<file path="config.mk">
export PLATFORM = sky130hd
export DESIGN_NAME = pipeline_controller_flat
export DESIGN_NICKNAME = d
export VERILOG_FILES = /design/src/rtl/pipeline_ctrl_pkg.sv /design/src/rtl/pipeline_controller_if.sv /design/src/rtl/hazard_detect.sv /design/src/rtl/pipeline_controller.sv /design/src/flat_wrapper.sv
export SDC_FILE = /design/constraint.sdc
export NUM_CORES = 1
export LEC_CHECK = 0
export ABC_CLOCK_PERIOD_IN_PS = 2400
export CELL_PAD_IN_SITES_DETAIL_PLACEMENT = 2
export CELL_PAD_IN_SITES_GLOBAL_PLACEMENT = 2
export CORE_ASPECT_RATIO = 1.75
export CORE_MARGIN = 4
export CORE_UTILIZATION = 30
export CTS_CLUSTER_DIAMETER = 200
export DETAILED_ROUTE_END_ITERATION = 7
export PLACE_DENSITY = 0.8
export SLEW_MARGIN = 40
export SYNTH_ARGS = -nofsm -noshare
export SYNTH_HDL_FRONTEND = slang
export SYNTH_SLANG_ARGS = --single-unit
export TNS_END_PERCENT = 5
</file>
<file path="constraint.sdc">
create_clock -name CLK -period 2.4 [get_ports CLK]
set_clock_uncertainty 0.05 [all_clocks]
set_input_delay 0.24 -clock CLK [delete_from_list [all_inputs] [get_ports CLK]]
set_output_delay 0.24 -clock CLK [all_outputs]
set_load 0.005 [all_outputs]
</file>
<file path="src/rtl/pipeline_ctrl_pkg.sv">
// Shared types and constants for the pipeline hazard/sequencing controller.
package pipeline_ctrl_pkg;

    typedef enum logic [1:0] {
        RUN    = 2'd0,
        DWAIT  = 2'd1,
        HALTED = 2'd2
    } ctrl_state_t;

    typedef logic [4:0] regbits_t;

    localparam int DEFAULT_DMEM_TIMEOUT = 1024;
    localparam int DEFAULT_CNT_W        = 16;

    // One control word per cycle; flushes override enables inside the latches.
    typedef struct packed {
        logic pc_en;
        logic en_ifid;
        logic en_idex;
        logic en_exmem;
        logic en_memwb;
        logic fl_ifid;
        logic fl_idex;
        logic fl_exmem;
    } ctrl_t;

    localparam ctrl_t CTRL_IDLE   = 8'b0_0000_000;
    localparam ctrl_t CTRL_GO     = 8'b1_1111_000;
    localparam ctrl_t CTRL_BRANCH = 8'b1_1111_111;
    localparam ctrl_t CTRL_LUSE   = 8'b0_0111_010;
    localparam ctrl_t CTRL_IMISS  = 8'b0_1111_100;
    localparam ctrl_t CTRL_HALT   = 8'b0_0001_111;

endpackage

</file>
<file path="src/rtl/pipeline_controller_if.sv">
// Bundle of pipeline status inputs and latch/PC control outputs of the controller.
interface pipeline_controller_if
    import pipeline_ctrl_pkg::*;
#(
    parameter int CNT_W = DEFAULT_CNT_W
);
    logic             ihit;
    logic             dhit;
    logic             dmemREN_MEM;
    logic             dmemWEN_MEM;
    logic             memtoReg_EX;
    regbits_t         rt_EX;
    regbits_t         rs_ID;
    regbits_t         rt_ID;
    logic             uses_rt_ID;
    logic             branch_taken_MEM;
    logic             halt_MEM;

    logic             pc_en;
    logic             enable_ifid;
    logic             enable_idex;
    logic             enable_exmem;
    logic             enable_memwb;
    logic             flush_ifid;
    logic             flush_idex;
    logic             flush_exmem;
    logic             halt;
    logic             timeout_err;
    logic [CNT_W-1:0] stall_cycles;
    logic [CNT_W-1:0] flush_events;

    modport master (
        input  ihit, dhit, dmemREN_MEM, dmemWEN_MEM, memtoReg_EX, rt_EX, rs_ID, rt_ID,
               uses_rt_ID, branch_taken_MEM, halt_MEM,
        output pc_en, enable_ifid, enable_idex, enable_exmem, enable_memwb,
               flush_ifid, flush_idex, flush_exmem, halt, timeout_err,
               stall_cycles, flush_events
    );

    modport slave (
        output ihit, dhit, dmemREN_MEM, dmemWEN_MEM, memtoReg_EX, rt_EX, rs_ID, rt_ID,
               uses_rt_ID, branch_taken_MEM, halt_MEM,
        input  pc_en, enable_ifid, enable_idex, enable_exmem, enable_memwb,
               flush_ifid, flush_idex, flush_exmem, halt, timeout_err,
               stall_cycles, flush_events
    );
endinterface

</file>
<file path="src/rtl/hazard_detect.sv">
// Load-use hazard detection: ID-stage instruction reads the register an EX-stage load writes.
module hazard_detect
    import pipeline_ctrl_pkg::*;
(
    input  logic     memtoReg_EX_i,
    input  regbits_t rt_EX_i,
    input  regbits_t rs_ID_i,
    input  regbits_t rt_ID_i,
    input  logic     uses_rt_ID_i,
    output logic     luse_o
);
    // $zero is never a real dependency.
    assign luse_o = memtoReg_EX_i && (rt_EX_i != '0) &&
                    ((rt_EX_i == rs_ID_i) || (uses_rt_ID_i && (rt_EX_i == rt_ID_i)));
endmodule

</file>
<file path="src/rtl/pipeline_controller.sv">
// Hazard and sequencing unit for the 5-stage pipeline: latch enables/flushes, PC write,
// halt, data-memory timeout and stall/flush statistics.
module pipeline_controller
    import pipeline_ctrl_pkg::*;
#(
    parameter int CNT_W        = DEFAULT_CNT_W,
    parameter int DMEM_TIMEOUT = DEFAULT_DMEM_TIMEOUT
)(
    input  logic                  CLK,
    input  logic                  nRST,
    pipeline_controller_if.master bus
);
    localparam int TO_W = $clog2(DMEM_TIMEOUT + 1);
    localparam logic [TO_W-1:0] TO_LAST = TO_W'(DMEM_TIMEOUT - 1);

    ctrl_state_t      state_q, state_d;
    logic             halt_q, halt_d;
    logic             terr_q, terr_d;
    logic [TO_W-1:0]  to_cnt_q, to_cnt_d;
    logic [CNT_W-1:0] stall_q, stall_d;
    logic [CNT_W-1:0] flush_q, flush_d;

    logic  luse;
    logic  dpend;
    logic  stall_hit;
    logic  flush_hit;
    ctrl_t ctrl_run;
    ctrl_t ctrl;

    hazard_detect u_hazard_detect (
        .memtoReg_EX_i (bus.memtoReg_EX),
        .rt_EX_i       (bus.rt_EX),
        .rs_ID_i       (bus.rs_ID),
        .rt_ID_i       (bus.rt_ID),
        .uses_rt_ID_i  (bus.uses_rt_ID),
        .luse_o        (luse)
    );

    assign dpend = (bus.dmemREN_MEM || bus.dmemWEN_MEM) && !bus.dhit;

    // Lower-priority resolution shared by RUN and the DWAIT release cycle.
    always_comb begin
        ctrl_run = CTRL_GO;
        if (bus.branch_taken_MEM) begin
            ctrl_run = CTRL_BRANCH;
        end else if (luse) begin
            ctrl_run = CTRL_LUSE;
        end else if (!bus.ihit) begin
            ctrl_run = CTRL_IMISS;
        end
    end

    always_comb begin
        state_d   = state_q;
        halt_d    = halt_q;
        terr_d    = terr_q;
        to_cnt_d  = to_cnt_q;
        ctrl      = CTRL_IDLE;
        flush_hit = 1'b0;

        unique case (state_q)
            RUN: begin
                if (bus.halt_MEM) begin
                    ctrl    = CTRL_HALT;
                    state_d = HALTED;
                    halt_d  = 1'b1;
                end else if (dpend) begin
                    ctrl    = CTRL_IDLE;
                    state_d = DWAIT;
                end else begin
                    ctrl      = ctrl_run;
                    flush_hit = bus.branch_taken_MEM;
                end
            end
            DWAIT: begin
                if (!bus.dhit) begin
                    ctrl = CTRL_IDLE;
                    if (to_cnt_q == TO_LAST) begin
                        terr_d = 1'b1;
                    end else begin
                        to_cnt_d = to_cnt_q + 1'b1;
                    end
                end else begin
                    ctrl      = ctrl_run;
                    flush_hit = bus.branch_taken_MEM;
                    state_d   = RUN;
                    to_cnt_d  = '0;
                end
            end
            HALTED: begin
                ctrl = CTRL_IDLE;
            end
            default: begin
                state_d = RUN;
            end
        endcase

        // Outputs must be quiet throughout reset, not just after the next edge.
        if (!nRST) begin
            ctrl = CTRL_IDLE;
        end
    end

    assign stall_hit = !ctrl.pc_en && (state_q != HALTED);
    assign stall_d   = (stall_hit && (stall_q != '1)) ? stall_q + 1'b1 : stall_q;
    assign flush_d   = (flush_hit && (flush_q != '1)) ? flush_q + 1'b1 : flush_q;

    always_ff @(posedge CLK or negedge nRST) begin
        if (!nRST) begin
            state_q  <= RUN;
            halt_q   <= 1'b0;
            terr_q   <= 1'b0;
            to_cnt_q <= '0;
            stall_q  <= '0;
            flush_q  <= '0;
        end else begin
            state_q  <= state_d;
            halt_q   <= halt_d;
            terr_q   <= terr_d;
            to_cnt_q <= to_cnt_d;
            stall_q  <= stall_d;
            flush_q  <= flush_d;
        end
    end

    assign bus.pc_en        = ctrl.pc_en;
    assign bus.enable_ifid  = ctrl.en_ifid;
    assign bus.enable_idex  = ctrl.en_idex;
    assign bus.enable_exmem = ctrl.en_exmem;
    assign bus.enable_memwb = ctrl.en_memwb;
    assign bus.flush_ifid   = ctrl.fl_ifid;
    assign bus.flush_idex   = ctrl.fl_idex;
    assign bus.flush_exmem  = ctrl.fl_exmem;
    assign bus.halt         = halt_q;
    assign bus.timeout_err  = terr_q;
    assign bus.stall_cycles = stall_q;
    assign bus.flush_events = flush_q;

endmodule

</file>
<file path="src/flat_wrapper.sv">
// flat-port wrapper written by rule: the top's interface ports become plain ports
module pipeline_controller_flat import pipeline_ctrl_pkg::*;
#(
    parameter int CNT_W        = DEFAULT_CNT_W,
    parameter int DMEM_TIMEOUT = DEFAULT_DMEM_TIMEOUT
)
  (CLK, nRST, bus_ihit, bus_dhit, bus_dmemREN_MEM, bus_dmemWEN_MEM, bus_memtoReg_EX, bus_rt_EX, bus_rs_ID, bus_rt_ID, bus_uses_rt_ID, bus_branch_taken_MEM, bus_halt_MEM, bus_pc_en, bus_enable_ifid, bus_enable_idex, bus_enable_exmem, bus_enable_memwb, bus_flush_ifid, bus_flush_idex, bus_flush_exmem, bus_halt, bus_timeout_err, bus_stall_cycles, bus_flush_events);
  pipeline_controller_if #(.CNT_W(CNT_W)) bus_i ();
  input  logic CLK;
  input  logic nRST;
  input wire logic [$bits(bus_i.ihit)-1:0] bus_ihit;
  input wire logic [$bits(bus_i.dhit)-1:0] bus_dhit;
  input wire logic [$bits(bus_i.dmemREN_MEM)-1:0] bus_dmemREN_MEM;
  input wire logic [$bits(bus_i.dmemWEN_MEM)-1:0] bus_dmemWEN_MEM;
  input wire logic [$bits(bus_i.memtoReg_EX)-1:0] bus_memtoReg_EX;
  input wire logic [$bits(bus_i.rt_EX)-1:0] bus_rt_EX;
  input wire logic [$bits(bus_i.rs_ID)-1:0] bus_rs_ID;
  input wire logic [$bits(bus_i.rt_ID)-1:0] bus_rt_ID;
  input wire logic [$bits(bus_i.uses_rt_ID)-1:0] bus_uses_rt_ID;
  input wire logic [$bits(bus_i.branch_taken_MEM)-1:0] bus_branch_taken_MEM;
  input wire logic [$bits(bus_i.halt_MEM)-1:0] bus_halt_MEM;
  output wire logic [$bits(bus_i.pc_en)-1:0] bus_pc_en;
  output wire logic [$bits(bus_i.enable_ifid)-1:0] bus_enable_ifid;
  output wire logic [$bits(bus_i.enable_idex)-1:0] bus_enable_idex;
  output wire logic [$bits(bus_i.enable_exmem)-1:0] bus_enable_exmem;
  output wire logic [$bits(bus_i.enable_memwb)-1:0] bus_enable_memwb;
  output wire logic [$bits(bus_i.flush_ifid)-1:0] bus_flush_ifid;
  output wire logic [$bits(bus_i.flush_idex)-1:0] bus_flush_idex;
  output wire logic [$bits(bus_i.flush_exmem)-1:0] bus_flush_exmem;
  output wire logic [$bits(bus_i.halt)-1:0] bus_halt;
  output wire logic [$bits(bus_i.timeout_err)-1:0] bus_timeout_err;
  output wire logic [$bits(bus_i.stall_cycles)-1:0] bus_stall_cycles;
  output wire logic [$bits(bus_i.flush_events)-1:0] bus_flush_events;
  assign bus_i.ihit = bus_ihit;
  assign bus_i.dhit = bus_dhit;
  assign bus_i.dmemREN_MEM = bus_dmemREN_MEM;
  assign bus_i.dmemWEN_MEM = bus_dmemWEN_MEM;
  assign bus_i.memtoReg_EX = bus_memtoReg_EX;
  assign bus_i.rt_EX = bus_rt_EX;
  assign bus_i.rs_ID = bus_rs_ID;
  assign bus_i.rt_ID = bus_rt_ID;
  assign bus_i.uses_rt_ID = bus_uses_rt_ID;
  assign bus_i.branch_taken_MEM = bus_branch_taken_MEM;
  assign bus_i.halt_MEM = bus_halt_MEM;
  assign bus_pc_en = bus_i.pc_en;
  assign bus_enable_ifid = bus_i.enable_ifid;
  assign bus_enable_idex = bus_i.enable_idex;
  assign bus_enable_exmem = bus_i.enable_exmem;
  assign bus_enable_memwb = bus_i.enable_memwb;
  assign bus_flush_ifid = bus_i.flush_ifid;
  assign bus_flush_idex = bus_i.flush_idex;
  assign bus_flush_exmem = bus_i.flush_exmem;
  assign bus_halt = bus_i.halt;
  assign bus_timeout_err = bus_i.timeout_err;
  assign bus_stall_cycles = bus_i.stall_cycles;
  assign bus_flush_events = bus_i.flush_events;
  pipeline_controller #(.CNT_W(CNT_W), .DMEM_TIMEOUT(DMEM_TIMEOUT)) u_core (.CLK(CLK), .nRST(nRST), .bus(bus_i));
endmodule
</file>
# Yosys cells after proc, flatten, opt, wreduce, memory -nomap -nowiden
# Cells that the tools add are included.
[classes]
add_sub_neg = 3
eq_ne = 11
muxes = 18
bitwise_logic = 2
n_reduce_logical = 17
[ops]
columns = ["operator", "count"]
rows = [
  ["$mux W8", 7],
  ["$add A16 B1 Y16 const B", 2],
  ["$ne A16 B16 Y1 const B", 2],
  ["$mux W11", 2],
  ["$pmux W8 S2", 1],
  ["$add A11 B1 Y11 const B", 1],
  ["$eq A11 B10 Y1 const B", 1],
  ["$eq A5 B5 Y1", 2],
  ["$logic_and A1 B1 Y1", 7],
  ["$mux W2", 3],
  ["$ne A2 B2 Y1 const B", 3],
  ["$pmux W2 S3", 1],
  ["$reduce_and A3 Y1", 2],
  ["$reduce_bool A5 Y1", 1],
  ["$reduce_and A2 Y1", 2],
  ["$mux W1", 3],
  ["$ne A3 B2 Y1 const B", 1],
  ["$eq A2 B1 Y1 const B", 1],
  ["$eq A2 B2 Y1 const B", 1],
  ["$logic_not A1 Y1", 2],
  ["$logic_not A2 Y1", 1],
  ["$logic_or A1 B1 Y1", 2],
  ["$not A1 Y1", 2],
  ["$pmux W1 S2", 1],
]
[totals]
register_bits = 47
in_bits = 25
output_inout_bits = 42
wordCells = 57

# Longest topological paths before layout
[depth]
ltp_word = 13
depth_mapped = 8
ltp_nobuf = 7

# Cells and area by module
# From an unflattened synthesis, not the netlist that was laid out.
[unflattened]
cells_unflattened = 255
hier_area_um2 = 2625.0
[modules_own_cells]
columns = ["module", "instances", "cells_each", "area_each_um2", "seq_area_each_um2"]
rows = [
  ["pipeline_controller", 1, 238, 2492.4, 1176.1],
  ["hazard_detect", 1, 17, 132.6, 0.0],
]

# Worst setup path before layout
# No wires, ideal clock.
[synth_path]
path_type = "register to register"
from = "reg u_core.state_q[0]"
to = "reg u_core.flush_q[15], in the netlist u_core.bus.flush_events[15]"
setup_time_ns = 0.123
arrival_time_ns = 1.822
required_time_ns = 2.227
path_slack_ns = 0.405
path_stages_with_launch = 7
n_path_buf = 0
synth_period_minus_slack_ns = 1.995
cell_sequence = "dfrtp_1 -> or3_1 -> a221oi_4 -> o311ai_4 -> nor3_4 -> nand4_1 -> xnor2_1"
[synth_between]
elab_chain_len = 3
word_cells_on_any_way = 4
cone_classes = "1 x eq/ne; 1 x mux; 2 x reduce/logical"
[synth_rtl]
columns = ["item", "line", "text"]
rows = [
  ["start: declaration", "pipeline_controller.sv:16", "ctrl_state_t state_q, state_d;"],
  ["start signal: assignment", "pipeline_controller.sv:117", "state_q <= state_d;"],
  ["$eq A2 B1 Y1 / $logic_not A2 Y1 (equally long branches)", "pipeline_controller.sv:61", "unique case (state_q)"],
  ["$pmux W1 S2 (*)", "pipeline_controller.sv:61", ""],
  ["$logic_and A1 B1 Y1 (*)", "pipeline_controller.sv:106", "assign flush_d = (flush_hit && (flush_q != '1)) ? flush_q + 1'b1 : flush_q;"],
  ["end signal: assignment", "pipeline_controller.sv:122", "flush_q <= flush_d;"],
  ["end: declaration", "pipeline_controller.sv:21", "logic [CNT_W-1:0] flush_q, flush_d;"],
]
# Mark *: on every way between the ends. The rest lies on a longest branch, timed or not.
# A chain may end at the register's enable or synchronous reset.

# Worst setup path after layout
[layout_path]
from = "reg u_core.state_q[0]"
to = "out bus_enable_exmem"
[layout_between]
elab_chain_len = 3
word_cells_on_any_way = 4
cone_classes = "1 x eq/ne; 2 x mux; 1 x reduce/logical"
[layout_rtl]
columns = ["item", "line", "text"]
rows = [
  ["$eq A2 B1 Y1 / $logic_not A2 Y1 (equally long branches)", "pipeline_controller.sv:61", ""],
  ["$pmux W8 S2 (*)", "pipeline_controller.sv:61", ""],
  ["$mux W8 (*)", "pipeline_controller.sv:99", "if (!nRST) begin"],
  ["end: declaration", "flat_wrapper.sv:25", "output wire logic [$bits(bus_i.enable_exmem)-1:0] bus_enable_exmem;"],
]
# Marked as above.

==> reports/results.tsv <==
stage	metric	value	unit
place	PortBufs	66	
setup_path	Critical Path RT	2110	ps
flow_run	max-cap viol count	0	
synthesis	Netlist cell types	42	
timing	Slew Limit Headroom	66.1	%
global_route	GRT Resource Usage Total	16.8	%
power_and_ir_drop	Logic pwr share	19.6	%
synthesis	Syn Nets	267	
timing	Worst Tran Pin Value	506	ps
synthesis	syn_area_per_cell	10.6	µm²
place	dpl ws	-369	ps
synthesis	post-synthesis sequential area ratio	46.4	%
setup_path	WP data arrival	2190	ps
setup_path	worst r2r src	u_core.bus.stall_cycles[3]	
power_and_ir_drop	power density over cell area	537	nW/µm²
power_and_ir_drop	Pleak	0.00165	µW
global_route	total global routing overflow	0	
clock_network	total clock buffers created by CTS	5	
clock_network	Max clock buf depth	2	
setup_path	crit-path max FO	4	
synthesis	top_reg_cell synth	dfrtp_1	
synthesis	synthesized instance count	239	
timing	worst setup margin	-80.8	ps
floorplanning	Die X	77.5	µm
global_route	vias in the first global route	2548	
detailed_routing	drt first pass iters	3	
synthesis	post-synth top area cell	dfrtp_1	
status	violated checks	setup timing	
min_path	Hold Path Class	input port to asynchronous set/reset pin	
global_route	first-pass GRT wire length	13.3	mm
synthesis	share of the synthesized area in the top cell type	46.4	%
global_route	initial antenna violation count	0	
detailed_routing	Post-Route WL	7.96	mm
detailed_routing	Routed Antenna Nets	0	
finish	Syn-to-layout area delta	45.8	%
synthesis	Yosys reg bits	47	
detailed_routing	Avg WL per Cell	18.4	µm
setup_path	Critical Path Start	u_core.state_q[0]	
power_and_ir_drop	P_sw	542	µW
clock_network	clock latency on the worst-skew pair	300	ps
synthesis	Yosys warning total	0	
place	GPL Wtd Cong	0.746	
detailed_routing	Vias/cell	5.08	
synthesis	ranking of synthesized cells by area	dfrtp_1 (46%), xnor2_1 (9.7%), xor2_1 (5.5%)	
detailed_routing	initial drt markers	61	
floorplanning	Core Area	8260	µm²
timing	post-layout min period	2480	ps
timing	setup violators final	2	
floorplanning	Top-Level Pins	67	
detailed_routing	via count	2201	
floorplanning	DIE HEIGHT	130	µm
setup_path	Worst Setup End Kind	output pin	
synthesis	Post-synth EDFFs	0	
clock_network	H-tree depth	2	
finish	ant diodes	0	
clock_network	clock sink total	47	
power_and_ir_drop	Int Power	1440	µW
floorplanning	Die ar.	10000	µm²
setup_path	Worst Setup Path Type	flip-flop to output pin	
detailed_routing	# DRC	0	
power_and_ir_drop	sw frac	27.3	%
power_and_ir_drop	Seq pwr share	45.4	%
finish	layout cell share with drive strength beyond 1	19.1	%
power_and_ir_drop	clock network power share	35.0	%
timing	FMAX	403	MHz
synthesis	asr flop ratio synth	100	%
synthesis	cell area after synthesis	2530	µm²
timing	final hold vios	0	
timing	unrepaired setup endpoints after global routing	true	
finish	Nets	369	
global_route	pin count of the biggest net entering global routing	35	
floorplanning	initial core utilization	30.7	%
floorplanning	Rows	44	
clock_network	root buf cell	clkbuf_16	
timing	period utilization	103	%
power_and_ir_drop	VDD IR-drop max	312	µV
setup_path	nature of the critical path startpoint	flip-flop	
timing	Final Slew Violations	0	
clock_network	CTS tree	built	
setup_path	r2r setup slk	210	ps
place	DP HPWL	6.06	mm
status	status	complete, but fails checks	
timing	Hold WS	424	ps
clock_network	clock slew at reported path FFs	70	ps
## timing repair
item / in CTS / in global routing
buffers inserted: 1 / 2
gates resized for setup: 8 / 13
pin swaps: 2 / 3
hold endpoints to repair: 13 / 0
setup endpoints to repair: 6 / 20
hold buffers: 1 / 0
## worst paths after layout
check,end,cells past startpoint
setup / recovery,bus_enable_exmem,5
hold / removal,u_core.state_q[0],3
setup reg to reg,u_core.bus.stall_cycles[14],9
hold reg to reg,u_core.bus.timeout_err,1
max in group asynchronous,u_core.to_cnt_q[1],3
min in group CLK,u_core.bus.timeout_err,1
## synth_stat cells, drive strengths merged (4+ instances only)
master / instances
dfrtp: 47
xnor2: 31
nor2: 27
nand2: 23
nand3: 17
xor2: 16
nand4: 14
inv: 7
nor3: 7
and3: 6
a21oi: 5
o21ai: 5
and4: 4
## final cells by class
class / instances / area [µm²]
inverters: 7 / 26.3
clock inverters: 2 / 13.8
repair buffers: 97 / 902
well taps: 92 / 115
fillers: 876 / 4570
clock buffers: 5 / 125
flip-flops and latches: 47 / 1180
multi-input cells: 183 / 1330
## registers in the layout, summed over array words and instances (netlist names)
register / cells
u_core.bus.flush_events: 16
u_core.bus.halt: 1
u_core.bus.stall_cycles: 16
u_core.bus.timeout_err: 1
u_core.state_q: 2
u_core.to_cnt_q: 11
## power groups by stage
stage               Combinational, µW  Sequential (µW)  Clock, µW
detailed placement                385              914          0
floorplan                         100              939          0
CTS                               393              900        717
global route                      431              910        748
finish                            389              900        694
global placement                  370              909          0
## worst max-delay path, cell delays in order (launching register included)
cell             delay (ps)
dfrtp_1                 380
or3_1                   410
a221oi_4                300
nand2_2                 140
inv_1                   130
clkdlybuf4s50_1         530
## per-stage QoR
stage          utilization [%]  power (µW)  cell area [µm²]  cells  TNS, ps
5_1_grt                   44.7        2090             3690    433    -1050
6_report                  44.7        1980             3690    433     -142
3_5_place_dp              42.3        1300             3490    422    -4550
3_3_place_gp              42.3        1280             3490    422    -2930
2_1_floorplan                -        1040             2530    239        0
4_1_cts                   44.3        2010             3650    431     -261
## cell families (layout without fill, tap and decap cells)
logic type      after synthesis  count (layout)  share of synthesized area, %
simple gates                113             113                          25.7
xor+xnor                     47              47                          17.1
flops                        47              47                          46.4
compound gates               18              18                          6.23
buf+inv                       9             111                          2.12
fa+ha+maj                     3               3                          1.48
mux                           2               2                         0.840
## layer usage
metal	part of all wire, %	vias up	wire length (µm)	GRT usage [%]
met2	59	40	4670	32.6
met4	2.0	0	163	5.45
met3	3.2	11	251	3.41
met5	0	-	0	0
met1	36	1122	2880	18.0
li1	-	1028	-	-
## cell usage in the layout (no fill, tap or decap), types with 5 or more instances in the layout
cell,instances
nor3_1,5
xnor2_1,28
clkdlybuf4s50_1,57
nand3_1,15
inv_1,7
and3_1,6
nand4_1,11
dfrtp_1,47
nand2_1,21
nor2_1,27
xor2_1,16
buf_4,29
clkbuf_16,5
(Power assumes the default switching activity.)
